**src/rtl/alu_seq.sv**
```systemverilog
// alu_seq: issues one accumulator load or one external 8-bit ALU op per accepted instruction.
// Latency: a load raises done on the cycle after accept; an ALU op captures and raises done ALU_LAT edges after accept.
// Backpressure: in_ready is low while an ALU op settles, and the source holds in_valid. Optional macro: ALU_SEQ_CARRY_CHAIN_EN.
module alu_seq #(
  parameter int ALU_LAT = 2
) (
  input  logic       clk,
  input  logic       rst_n,
  input  logic       in_valid,
  output logic       in_ready,
  input  logic [3:0] in_op,
  input  logic [7:0] in_operand,
  input  logic       in_load,
  output logic [7:0] alu_a,
  output logic [7:0] alu_b,
  output logic [3:0] alu_s,
  output logic       alu_cin,
  input  logic [7:0] alu_d,
  input  logic       alu_cout,
  output logic [7:0] acc,
  output logic       flag_c,
  output logic       flag_z,
  output logic       done
);

  typedef enum logic {
    IDLE   = 1'b0,
    SETTLE = 1'b1
  } state_t;

  localparam logic [3:0] CNT_INIT = 4'(ALU_LAT - 1);

  state_t     state;
  logic [3:0] cnt;
  logic [3:0] hold_op;
  logic [7:0] hold_b;
  logic [7:0] a_q;
  logic       accept;

  assign in_ready = (state == IDLE);
  assign accept   = in_valid && in_ready;

  // Operand registers are loaded only at accept, so the ALU sees a frozen
  // instruction for the whole settle window regardless of the input bus.
  assign alu_a = a_q;
  assign alu_b = hold_b;
  assign alu_s = hold_op;

`ifdef ALU_SEQ_CARRY_CHAIN_EN
  logic cin_q;

  always_ff @(posedge clk or negedge rst_n) begin
    if (!rst_n) begin
      cin_q <= 1'b0;
    end else if (accept && !in_load) begin
      cin_q <= flag_c;
    end
  end

  assign alu_cin = cin_q;
`else
  assign alu_cin = 1'b0;
`endif

  always_ff @(posedge clk or negedge rst_n) begin
    if (!rst_n) begin
      state   <= IDLE;
      cnt     <= 4'd0;
      hold_op <= 4'd0;
      hold_b  <= 8'h00;
      a_q     <= 8'h00;
      acc     <= 8'h00;
      flag_c  <= 1'b0;
      flag_z  <= 1'b0;
      done    <= 1'b0;
    end else begin
      done <= 1'b0;
      case (state)
        IDLE: begin
          if (accept) begin
            if (in_load) begin
              acc    <= in_operand;
              flag_z <= (in_operand == 8'h00);
              done   <= 1'b1;
            end else begin
              hold_op <= in_op;
              hold_b  <= in_operand;
              a_q     <= acc;
              cnt     <= CNT_INIT;
              state   <= SETTLE;
            end
          end
        end
        SETTLE: begin
          if (cnt == 4'd0) begin
            acc    <= alu_d;
            flag_z <= (alu_d == 8'h00);
            // Carry is architectural only for the arithmetic group.
            if (hold_op[3:2] == 2'b00) begin
              flag_c <= alu_cout;
            end
            state <= IDLE;
            done  <= 1'b1;
          end else begin
            cnt <= cnt - 4'd1;
          end
        end
      endcase
    end
  end

endmodule

```
**config.mk**
```make
export PLATFORM = sky130hd
export DESIGN_NAME = alu_seq
export DESIGN_NICKNAME = d
export VERILOG_FILES = /design/src/rtl/alu_seq.sv
export SDC_FILE = /design/constraint.sdc
export NUM_CORES = 1
export LEC_CHECK = 0
export CAP_MARGIN = 20
export CORE_ASPECT_RATIO = 0.9
export CORE_MARGIN = 2
export CORE_UTILIZATION = 35
export DETAILED_ROUTE_END_ITERATION = 7
export GPL_ROUTABILITY_DRIVEN = 0
export GPL_TIMING_DRIVEN = 0
export PLACE_DENSITY = 0.66
export SETUP_SLACK_MARGIN = 0.4
export SYNTH_ARGS = -nofsm -noshare
export SYNTH_HDL_FRONTEND = slang
export SYNTH_SLANG_ARGS = --single-unit
```
**constraint.sdc**
```tcl
create_clock -name clk -period 1.9 [get_ports clk]
set_input_delay 0.38 -clock clk [delete_from_list [all_inputs] [get_ports clk]]
set_output_delay 0.38 -clock clk [all_outputs]
set_load 0.01 [all_outputs]
```
Word-level counts from Yosys, hierarchy flattened
Cells that the tools add are included.
{ "word_totals": {"ff_bits": 36, "in_bits": 25, "output_inout_bits": 33, "wordCells": 46} }
{ "classes": {"addsub": 1, "n_eq_ne": 5, "n_mux": 20, "bitwise": 2, "n_reduce_logical": 9} }
{ "op_table": {"columns": ["operator", "count"], "rows": [
  ["$mux W8", 3],
  ["$logic_not A8 Y1", 2],
  ["$pmux W8 S2", 1],
  ["$mux W4", 3],
  ["$reduce_and A3 Y1", 4],
  ["$mux W1", 9],
  ["$pmux W4 S2", 1],
  ["$ne A2 B1 Y1 const B", 3],
  ["$pmux W1 S2", 3],
  ["$logic_not A4 Y1", 1],
  ["$ne A2 B2 Y1 const B", 2],
  ["$sub A4 B1 Y4 const B", 1],
  ["$logic_not A2 Y1", 1],
  ["$not A1 Y1", 2],
  ["$logic_and A1 B1 Y1", 1]
]} }

Depth between registers and ports, before layout
{ "depth": {"word_depth": 4, "depth_mapped": 7, "ltp_nobuf": 6} }

Worst setup path after synthesis
Ideal clock, no wire load.
{ "synth_timing": {"path_kind": "reg-to-reg", "startpoint": "reg cnt[0]", "endpoint": "reg cnt[0]", "setup_time_ns": 0.125, "arrival_ns": 1.325, "t_required_ns": 1.775, "path_slack_ns": 0.451, "stages_incl_launch_ff": 8, "n_path_buf": 1, "period_less_slack_ns": 1.449, "path_cell_list": "dfrtp_1 -> inv_1 -> ha_1 -> nor3b_2 -> nand2b_1 -> buf_2 -> nand2_1 -> mux2_2"} }
{ "synth_via": {"elab_chain_cells": 3, "elab_cells_between_ends": 6, "classes_between": "add/sub: 1; eq/ne: 1; mux: 2; reduce/logical: 2"} }
{ "synth_lines": {"columns": ["item", "line", "rtl"], "rows": [
  ["start, declared", "34", "logic [3:0] cnt;"],
  ["start signal, assigned", "105", "cnt <= cnt - 4'd1;"],
  ["$sub A4 B1 Y4 / $logic_not A4 Y1 (equally long branches)", "105, 95", null],
  ["$mux W4 / $ne A2 B2 Y1 (equally long branches)", null, null],
  ["$pmux W4 S2 / $reduce_and A3 Y1 (equally long branches)", null, null]
]} }
Several ways; a longest one is shown, not always the timed one. The select of a mux whose other input is x is not followed.
A chain may end at the register's enable or synchronous reset.

Worst setup path after layout
{ "layout_timing": {"startpoint": "reg cnt[1]", "endpoint": "reg acc[0]"} }
{ "layout_via": {"elab_chain_cells": 3} }
{ "layout_lines": {"columns": ["item", "line", "rtl"], "rows": [
  ["$logic_not A4 Y1", "95", "if (cnt == 4'd0) begin"],
  ["$ne A2 B1 Y1 (no source line)", null, null],
  ["$reduce_and A3 Y1 (no source line)", null, null],
  ["end signal, assigned", "82", "acc <= in_operand;"],
  ["end signal, assigned", "96", "acc <= alu_d;"],
  ["end, declared", "20", "output logic [7:0] acc,"]
]} }
Every way passes these cells.

==> impl_metrics.yaml <==
worst_setup_path:
  crit_buf_inv: 3
  crit_arrival_ns: 1.73
  start_kind: "flip-flop"
  max_stage_delay_ns: 0.39
  slowest_stage: "dfrtp_1"
  crit_chain: "inv_2, ha_4, nor3b_4, a22o_1, buf_6, buf_12, nor2_1, a21oi_1"
  crit_type: "flip-flop to flip-flop"
  path_delay_family: "flip-flops"
  path_max_fanout: 5
  cp-end-kind: "flip-flop"
  worstPathRequired_ns: 2.10
pwr:
  fin_total_pwr_mw: 3.98
  p_leak_nw: 1.25
  swShare: 0.358
  seqPwrFrac: 0.349
  internal_power_mw: 2.56
  pwr-share-comb: 0.508
  switching_power_mw: 1.42
  power_density_mw_per_mm2: 1580
  ir_worst_vdd_v: 0.000704
  p_clk_frac: 0.143
grt:
  antenna_found_initial: 0
  grt_pass1_wl_mm: 6.07
  grt_max_degree: 37
  grt_pass1_vias: 1214
  overflow: 0
  gr-usage-all-layers: 0.162
drt:
  routed_wl_mm: 3.91
  wire_per_inst_um: 12.8
  dr.first_iter.drc_count: 59
  drtPass1Iterations: 4
  vias_per_cell: 4.43
  vias: 1352
  ant_nets: 0
  drc_errors: 0
synth:
  syn_area_mm2: 0.00156
  synth_edf_count: 0
  yosysSeqAreaShare: 0.577
  synth.distinct_cells: 27
  yosysWarnings: 0
  ys_ff_latch: 36
  syn_nets: 192
  ys.flop_type: "dfrtp_1"
  synth_area_per_cell_um2: 9.46
  synthArstFlopShare: 1.00
  synth_cells: 165
timing:
  worst_slew_pin_slew_ns: 0.795
  hold_violations: 0
  clock_skew_ns: 0.00245
  rsz0062_at_grt: "true"
  min_period_over_period: 0.808
  post-route-min-period_ns: 1.54
  finalMaxSlewViolations: 0
  max_freq_ghz: 0.651
  slew_headroom: 0.470
  setup_viol: 0
  final.setup.worst_slack_ns: 0.364
floorplan:
  ios: 58
  core_mm2: 0.00437
  rows: 23
  dieWidth_um: 74.4
  die-area_mm2: 0.00501
  start_util: 0.357
  die_y_um: 67.4
worst_hold_path:
  hold_class: "input port to asynchronous set/reset pin"
clocking:
  h-tree-depth: 2
  root_buffer: "clkbuf_8"
  clk-insertion-delay-late_ns: 0.28
  clock_sinks: 36
  cts_tree: "built"
  path_clk_slew_ns: 0.07
  cts.path.max_buffers: 2
  cts_buffers: 5
  cts_hold_buf: 0
place:
  place_ws_ns: 0.0334
  io_buffers: 56
  hpwl_mm: 2.63
final_layout:
  antennaDiodeCount: 0
  drive_above_1_share: 0.230
  final_cell_mix: "61 x nand2_1, 36 x dfrtp_1, 34 x dlygate4sd2_1"
  final_common_cell: "nand2_1"
  areaGrowthSynthToFinish_pct: 61.7
  nNetsFinal: 270
run:
  drv_cap: 0
outcome:
  outcome: "finished clean"
final cells by class:
| cell class | instances | area [um^2] |
|---|---|---|
| inverter | 3 | 11.3 |
| multi-input combinational | 117 | 693 |
| clock buffer | 7 | 96.3 |
| buffer | 9 | 75.1 |
| sequential | 36 | 901 |
| tap | 62 | 77.6 |
| fill | 413 | 1850 |
| timing repair buffer | 71 | 671 |
repair_timing:
action                                  in CTS  in global routing
endpoints found under the setup margin      45                 31
buffers inserted                             8                  6
pin swaps                                    4                  4
resized for setup                           43                 29
gates cloned                                 0                  1
cell families (layout without fill, tap and decap cells):
group,count (synthesis),after routing,synth area share
AOI/OAI and AO/OA,13,13,0.0465
buffers and inverters,12,90,0.0377
muxes,11,11,0.0721
adders and majority gates,2,2,0.0160
other,1,1,0.00240
DFF,36,36,0.577
xor gates and xnor gates,1,1,0.00561
and+or+nand+nor,89,89,0.243
through the flow:
stage | setup TNS, ns | area (um^2) | cells | hold slack, ns | util
2_1_floorplan | 0 | 1560 | 165 | 0.0844 | -
3_5_place_dp | 0 | 2190 | 283 | 0.461 | 0.502
6_report | 0 | 2520 | 305 | 0.184 | 0.577
4_1_cts | 0 | 2360 | 298 | 0.217 | 0.541
5_1_grt | 0 | 2520 | 305 | 0.254 | 0.577
3_3_place_gp | -15.21 | 2200 | 283 | 0.457 | 0.503
final timing paths:
kind	start	to	slack, ns	depth (start not counted)
setup / recovery	cnt[1]	acc[0]	0.36	8
hold / removal	rst_n	alu_b[0]	0.18	1
setup reg to reg	cnt[1]	acc[0]	0.36	8
hold reg to reg	alu_a[4]	alu_a[4]	0.47	2
max in group asynchronous	rst_n	state	1.21	1
min in group clk	alu_a[4]	alu_a[4]	0.47	2
flip-flops by register name, summed over array words and instances (netlist names):
| signal | flops |
|---|---|
| done | 1 |
| flag_z | 1 |
| state | 1 |
| alu_a | 8 |
| alu_b | 8 |
| alu_s | 4 |
| cnt | 4 |
| flag_c | 1 |
| acc | 8 |
power by group through the flow:
stage	combinational (mW)	sequential, mW	clock [mW]
global placement	1.71	1.40	0
CTS	1.76	1.37	0.587
global route	2.22	1.44	0.622
detailed placement	1.73	1.41	0
finish	2.02	1.39	0.568
floorplan	0.692	1.53	0
cell usage after synthesis (all sizes together) (3+ instances only):
master	number	share of area
inv	3	0.0072
dfrtp	36	0.58
nor2	12	0.029
buf	7	0.026
nand2	62	0.15
nand3	4	0.013
mux2i	9	0.058
a21oi	8	0.026
metal layers:
metal / wire length [um] / up-vias / track usage
met5: 0 / - / 0
met4: 34 / 0 / 0.0402
met3: 197 / 4 / 0.0478
met2: 1940 / 30 / 0.272
met1: 1740 / 638 / 0.206
li1: - / 680 / -
No activity file was read; power rests on OpenSTA's default activity.
